==> src/rtl/pc_redirect_if.sv <==
// Instruction-fetch request channel: valid/ready handshake carrying the fetch address.
// The master holds fetch_pc stable from the first valid cycle until ready is seen.
interface pc_redirect_if;
    logic        fetch_valid;
    logic        fetch_ready;
    logic [31:0] fetch_pc;

    modport master (output fetch_valid, output fetch_pc, input fetch_ready);
    modport slave  (input fetch_valid, input fetch_pc, output fetch_ready);
endinterface

==> src/rtl/pc_redirect.sv <==
// Fetch PC generator with control-flow/trap redirect, pending-redirect buffering and link/exception outputs.
// Optional feature: define RV_COMPRESSED_EN for halfword-aligned targets and +2 links.
module pc_redirect #(
    parameter logic [31:0] RESET_PC = 32'h0000_0000
) (
    input  logic                clk,
    input  logic                rst_n,
    input  logic                dec_valid,
    input  logic                stall,
    input  logic [31:0]         dec_pc,
    input  logic                branch,
    input  logic                branch_taken,
    input  logic                jal,
    input  logic                jalr,
    input  logic                comp_sig,
    input  logic [31:0]         branoff,
    input  logic                trap,
    input  logic [31:0]         trap_vec,
    pc_redirect_if.master       fetch,
    output logic                flush,
    output logic [31:0]         link_addr,
    output logic                misalign_exc,
    output logic [31:0]         exc_addr
);

    typedef enum logic [1:0] {StIdle, StRun, StPend} state_e;

    state_e      state_q;
    logic [31:0] pc_q;
    logic [31:0] pend_q;
    logic        valid_q;

    logic        cf_req;
    logic        is_jump;
    logic [31:0] target;
    logic        aligned;
    logic [31:0] link_off;
    logic        redir;
    logic [31:0] redir_tgt;

    assign is_jump = jal | jalr;
    assign cf_req  = dec_valid & ~stall & (is_jump | (branch & branch_taken));
    assign target  = jalr ? {branoff[31:1], 1'b0} : dec_pc + branoff;

`ifdef RV_COMPRESSED_EN
    assign aligned  = ~target[0];
    assign link_off = comp_sig ? 32'd2 : 32'd4;
`else
    logic unused_comp_sig;
    assign unused_comp_sig = comp_sig;
    assign aligned  = (target[1:0] == 2'b00);
    assign link_off = 32'd4;
`endif

    // Trap has priority over any control-flow redirect.
    assign redir     = trap | (cf_req & aligned);
    assign redir_tgt = trap ? trap_vec : target;

    assign flush             = redir | ((state_q == StPend) & fetch.fetch_ready);
    assign fetch.fetch_valid = valid_q;
    assign fetch.fetch_pc    = pc_q;

    always_ff @(posedge clk or negedge rst_n) begin
        if (!rst_n) begin
            state_q      <= StIdle;
            pc_q         <= RESET_PC;
            pend_q       <= 32'h0;
            valid_q      <= 1'b0;
            link_addr    <= 32'h0;
            misalign_exc <= 1'b0;
            exc_addr     <= 32'h0;
        end else begin
            if (cf_req && is_jump) begin
                link_addr <= dec_pc + link_off;
            end
            misalign_exc <= cf_req & ~aligned;
            if (cf_req && !aligned) begin
                exc_addr <= target;
            end

            unique case (state_q)
                StIdle: begin
                    state_q <= StRun;
                    valid_q <= 1'b1;
                end
                StRun: begin
                    if (fetch.fetch_ready) begin
                        pc_q <= redir ? redir_tgt : pc_q + 32'd4;
                    end else if (redir) begin
                        // Request is held: park the redirect until the current address is taken.
                        pend_q  <= redir_tgt;
                        state_q <= StPend;
                    end
                end
                StPend: begin
                    if (fetch.fetch_ready) begin
                        pc_q    <= redir ? redir_tgt : pend_q;
                        state_q <= StRun;
                    end else if (redir) begin
                        pend_q <= redir_tgt;
                    end
                end
                default: begin
                    state_q <= StIdle;
                    valid_q <= 1'b0;
                end
            endcase
        end
    end

endmodule

==> src/flat_wrapper.sv <==
// flat-port wrapper written by rule: the top's interface ports become plain ports
module pc_redirect_flat 
#(
    parameter logic [31:0] RESET_PC = 32'h0000_0000
)
  (clk, rst_n, dec_valid, stall, dec_pc, branch, branch_taken, jal, jalr, comp_sig, branoff, trap, trap_vec, flush, link_addr, misalign_exc, exc_addr, fetch_fetch_valid, fetch_fetch_pc, fetch_fetch_ready);
  pc_redirect_if fetch_i ();
  input  logic clk;
  input  logic rst_n;
  input  logic dec_valid;
  input  logic stall;
  input  logic [31:0] dec_pc;
  input  logic branch;
  input  logic branch_taken;
  input  logic jal;
  input  logic jalr;
  input  logic comp_sig;
  input  logic [31:0] branoff;
  input  logic trap;
  input  logic [31:0] trap_vec;
  output logic flush;
  output logic [31:0] link_addr;
  output logic misalign_exc;
  output logic [31:0] exc_addr;
  output wire logic [$bits(fetch_i.fetch_valid)-1:0] fetch_fetch_valid;
  output wire logic [$bits(fetch_i.fetch_pc)-1:0] fetch_fetch_pc;
  input wire logic [$bits(fetch_i.fetch_ready)-1:0] fetch_fetch_ready;
  assign fetch_fetch_valid = fetch_i.fetch_valid;
  assign fetch_fetch_pc = fetch_i.fetch_pc;
  assign fetch_i.fetch_ready = fetch_fetch_ready;
  pc_redirect #(.RESET_PC(RESET_PC)) u_core (.clk(clk), .rst_n(rst_n), .dec_valid(dec_valid), .stall(stall), .dec_pc(dec_pc), .branch(branch), .branch_taken(branch_taken), .jal(jal), .jalr(jalr), .comp_sig(comp_sig), .branoff(branoff), .trap(trap), .trap_vec(trap_vec), .fetch(fetch_i), .flush(flush), .link_addr(link_addr), .misalign_exc(misalign_exc), .exc_addr(exc_addr));
endmodule
==> config.mk <==
export PLATFORM = sky130hd
export DESIGN_NAME = pc_redirect_flat
export DESIGN_NICKNAME = d
export VERILOG_FILES = /design/src/rtl/pc_redirect_if.sv /design/src/rtl/pc_redirect.sv /design/src/flat_wrapper.sv
export SDC_FILE = /design/constraint.sdc
export NUM_CORES = 1
export LEC_CHECK = 0
export ABC_CLOCK_PERIOD_IN_PS = 2700
export BUFFER_PORTS_ARGS = -buffer_cell sky130_fd_sc_hd__buf_4
export CORE_AREA = 8 8 199 201
export CTS_CLUSTER_SIZE = 12
export DETAILED_ROUTE_END_ITERATION = 10
export DIE_AREA = 0 0 207 209
export PLACE_DENSITY_LB_ADDON = 0.1
export SLEW_MARGIN = 30
export SYNTH_ARGS = -nofsm -noshare
export SYNTH_HDL_FRONTEND = slang
export SYNTH_SLANG_ARGS = --single-unit
==> constraint.sdc <==
create_clock -name clk -period 2.7 [get_ports clk]
set_input_delay 0.135 -clock clk [delete_from_list [all_inputs] [get_ports clk]]
set_output_delay 0.135 -clock clk [all_outputs]
set_load 0.1 [all_outputs]
== Word level (Yosys, flattened, before mapping) ==
Index checks and enable logic that the tools add are counted.
Word-level totals
  flip-flop bits (word level): 132
  latch bits: 0
  memory bits (writable): 0
  ROM bits: 0
  bits of input ports: 107
  memories kept: 0
Operators by class
  add/subtract/negate cells: 3
  multiply operators: 0
  divide/modulo/power cells: 0
  $lt $le $gt $ge: 0
  equal/unequal tests: 6
  shifts and indexed selects: 0
  multiplexer cells: 12
  bitwise logic cells: 13
  reductions and logical operators: 10
Operators by type and width (count)
  $mux W32: 6
  $add A32 B3 Y32 const B: 2
  $pmux W32 S2: 1
  $add A32 B32 Y32: 1
  $and A1 B1 Y1: 6
  $mux W2: 3
  $ne A2 B2 Y1 const B: 3
  $pmux W2 S3: 1
  $reduce_and A3 Y1: 2
  $logic_not A2 Y1: 2
  $or A1 B1 Y1: 4
  $not A1 Y1: 3
  $eq A2 B1 Y1 const B: 1
  $eq A2 B2 Y1 const B: 1
  $logic_and A1 B1 Y1: 2
  $ne A2 B1 Y1 const B: 1
  $pmux W1 S2: 1
  $reduce_and A2 Y1: 1
  $reduce_bool A2 Y1: 1
  $reduce_or A2 Y1: 1
  $logic_not A1 Y1: 1

== Longest topological paths before layout ==
  depth in word-level cells: 8
  gate-level depth with buffers: 14
  gate-level depth less buffers: 12

== Least setup slack after synthesis ==
Ideal clock, no wire load.
  path kind: register to register
  start point: reg u_core.pc_q[4] (netlist: u_core.fetch.fetch_pc[4])
  end point: reg u_core.pc_q[31] (netlist: u_core.fetch.fetch_pc[31])
  library setup time: 0.130 ns
  arrival: 2.916 ns
  path slack: -0.346 ns
  cell stages (with the launch flop): 11
  path buffers: 1
  clock period less this slack: 3.046 ns
  cell sequence: dfrtp_1 > and3_1 > nand4_1 > or2_2 > clkbuf_1 > nor4_1 > nand3_1 > xnor2_1 > a222oi_1 > o21a_1 > o21ai_0
Between the ends
  cells in the longest elaborated chain, start to end: 4
RTL lines
  start, declared: line pc_redirect.sv:29  | logic [31:0] pc_q;
  start signal, assigned: line pc_redirect.sv:88  | pc_q <= redir ? redir_tgt : pc_q + 32'd4;
  start signal, assigned: line pc_redirect.sv:97  | pc_q <= redir ? redir_tgt : pend_q;
  $add A32 B3 Y32: line pc_redirect.sv:88
  $mux W32: line pc_redirect.sv:88
  $mux W32: line pc_redirect.sv:87  | if (fetch.fetch_ready) begin
  $pmux W32 S2: line pc_redirect.sv:81  | unique case (state_q)
No other way between the ends. The select of a mux whose other input is x is not followed.
A chain may end at the register's enable or synchronous reset.

== Final worst setup path ==
  start point: reg u_core.pc_q[15] (netlist: u_core.fetch.fetch_pc[15])
  end point: reg u_core.pc_q[29] (netlist: u_core.fetch.fetch_pc[29])
Same word-level chain as after synthesis.

==> impl_metrics.tcl <==
set metrics [dict create \
    ys_seq_area_share_pct 36.7 \
    utilization_pct 36.1 \
    dp_cells 1856 \
    synthAdderAreaFrac_pct 5.23 \
    finalSetupViolCount 0 \
    port_buffers 204 \
    cp_max_fo 7 \
    switching_share_pct 52.0 \
    placed_cell_area_um2 12200 \
    post-synth-top-count-cell "dfrtp_1" \
    clk_latency_ns 0.43 \
    drtIter0Drc 581 \
    path_clk_slew_ns 0.07 \
    ant_nets 0 \
    dieHeight_um 209 \
    synthXorXnorAreaFrac_pct 6.03 \
    numCtsBuffers 17 \
    rows 70 \
    p_total_mw 13.5 \
    hold_class "in2reg" \
    grt_max_degree 51 \
    synth.area.mux_share_pct 3.23 \
    fin_area_um2 13100 \
    finalHoldViolations 0 \
    synth-simple-area-share_pct 19.1 \
    power_frac_clock_pct 19.9 \
    sequentialPowerShare_pct 24.4 \
    vias 9403 \
    critPathKind "reg2reg" \
    syn_nets 1225 \
    p_int_mw 6.47 \
    drive_above_1_share_pct 30.7 \
    ys_ff_latch 132 \
    min_period_ns 2.50 \
    grtUsageTotal_pct 17.3 \
    max-clock-path-buffers 2 \
    drc 0 \
    fin_crit_sh_pct 92.6 \
    end_kind "flop" \
    synth_top_family_by_area "compound AO/OA/AOI/OAI gates" \
    drt_wl_total_mm 37.9 \
    relSlewSlack_pct 60.1 \
    diodes 0 \
    place_congestion 0.875 \
    synthFlopType "dfrtp_1" \
    syn-cell-area_um2 9000 \
    syn_avg_cell_area_um2 8.33 \
    root_buffer "clkbuf_16" \
    core-area_um2 36300 \
    ys_top_cells_by_count "dfrtp_1 (132), a21oi_1 (119), nand2_1 (119), nor2_1 (100), o21ai_0 (89)" \
    async_flop_share_pct 100 \
    dp_hpwl_mm 30.3 \
    cts_sinks 132 \
    htree_levels 4 \
    vias_per_cell 4.91 \
    initial_utilization_pct 24.8 \
    grt-ovfl-total 0 \
    netlist-cell-type-count 67 \
    synth_top_cell_by_area "dfrtp_1" \
    max_cap_viol_count 0 \
    fin_ws_ns 0.200 \
    cts_setup_buffers 0 \
    slew_viol_final 0 \
    holdWs_ns 0.0199 \
    p_sw_mw 7.02 \
    rsz0062_at_grt "no" \
    max_freq_mhz 400 \
    finalNonFillerCells 1914 \
    synth_compound_area_share_pct 26.1 \
    synth-edff-count 0 \
    yosys-top-cells-area "dfrtp_1 (37%), a21oi_1 (6.6%), ha_1 (5.0%)" \
    avgRoutedWirePerCell_um 19.8 \
    pin_count 206 \
    dp_slack_ns -0.181 \
    worst_pin_slew_ns 0.593 \
    layout.nets 1577 \
    area_growth_pct 45.5 \
    die_x_um 207 \
    peakVddDrop_v 0.000485 \
    cellLeakagePower_nw 5.78 \
    critPathRequiredTime_ns 3.00 \
    cts_tree "yes" \
    grt_pass1_wl_mm 58.8 \
    drt_first_pass_iters 4 \
    synthCells 1081 \
    comb_power_share_pct 55.7 \
    first_global_vias 9780 \
    arrival_ns 2.80 \
    die_area_um2 43300 \
    antenna_found_initial 0 \
    tns_ns 0 \
    yosys_warnings 0 \
    status "completed" \
    yosysTopAreaCellShare_pct 36.7 \
    powerDensity_nw_per_um2 1030 \
    start_kind "flop" \
    skew_ns 0.00493 \
]
per-layer routing:
metal  global-route usage, %  vias up  wire length, µm
li1                        -     4675                -
met1                    23.3     4438            17900
met3                    4.56       26             2360
met4                    3.62        0              459
met5                       0        -                0
met2                    27.6      264            17200
final cells by class:
cell class | count | area [µm²]
Multi-Input combinational cell | 866 | 5400
Clock buffer | 20 | 447
Timing Repair Buffer | 396 | 3070
Tap cell | 468 | 586
Sequential cell | 132 | 3320
Clock inverter | 12 | 203
Inverter | 20 | 75.1
Fill cell | 3833 | 23200
critical path, stage by stage, from the launching register on:
cell and delay, ns:
dfrtp_1 0.44, and3_1 0.23, nand3_1 0.27, nor4_1 0.52, buf_4 0.20, nand4_1 0.11
xor2_1 0.18, o21ai_0 0.10, a22oi_1 0.20, a31oi_1 0.11
cell families after synthesis:
kind of cell,after synthesis
flip-flops,132
buffers and inverters,83
adder cells (fa/ha/maj),37
AO/OA/AOI/OAI,368
multiplexers,27
XOR/XNOR,62
AND/OR/NAND/NOR,372
power groups by stage:
stage | logic, mW | registers [mW] | clock network [mW]
6_report | 7.51 | 3.29 | 2.68
5_1_grt | 7.99 | 3.41 | 2.82
4_1_cts | 7.57 | 3.30 | 2.73
3_5_place_dp | 7.52 | 3.33 | 0
3_3_place_gp | 7.50 | 3.32 | 0
2_1_floorplan | 2.07 | 6.45 | 0
timing repair:
item                                    CTS  global route
hold buffers                             26             0
endpoints found under the setup margin    0             1
hold endpoints to repair                 90             0
gates resized for setup                   0             1
flip-flops by register name, summed over array words and instances (netlist names):
signal,count
u_core.exc_addr,32
u_core.fetch.fetch_pc,32
u_core.link_addr,32
u_core.pend_q,32
u_core.state_q,2
u_core.fetch.fetch_valid,1
u_core.misalign_exc,1
worst paths after layout:
| path | from | end | slack (ns) | depth (start not counted) |
|---|---|---|---|---|
| max | u_core.fetch.fetch_pc[15] | u_core.fetch.fetch_pc[29] | 0.20 | 9 |
| max in group asynchronous | rst_n | u_core.link_addr[23] | 1.78 | 3 |
| min in group asynchronous | rst_n | u_core.fetch.fetch_pc[0] | 0.17 | 2 |
| max reg2reg | u_core.fetch.fetch_pc[15] | u_core.fetch.fetch_pc[29] | 0.20 | 9 |
| min reg2reg | u_core.pend_q[1] | u_core.pend_q[1] | 0.48 | 2 |
| min | dec_pc[22] | u_core.link_addr[22] | 0.02 | 3 |
layout by cell type (no fill, tap or decap), drive strengths merged, types with 14 or more instances in the layout:
master	instances
buf	370
dfrtp	132
nand2	119
a21oi	119
nor2	100
o21ai	97
xor2	39
nand3	36
ha	36
dlygate4sd3	26
nor3	25
a22oi	25
xnor2	23
inv	21
nor2b	20
clkbuf	20
a21o	18
and3	16
mux2	16
nand2b	15
nand4	14
No activity file was read; power rests on OpenSTA's default activity.
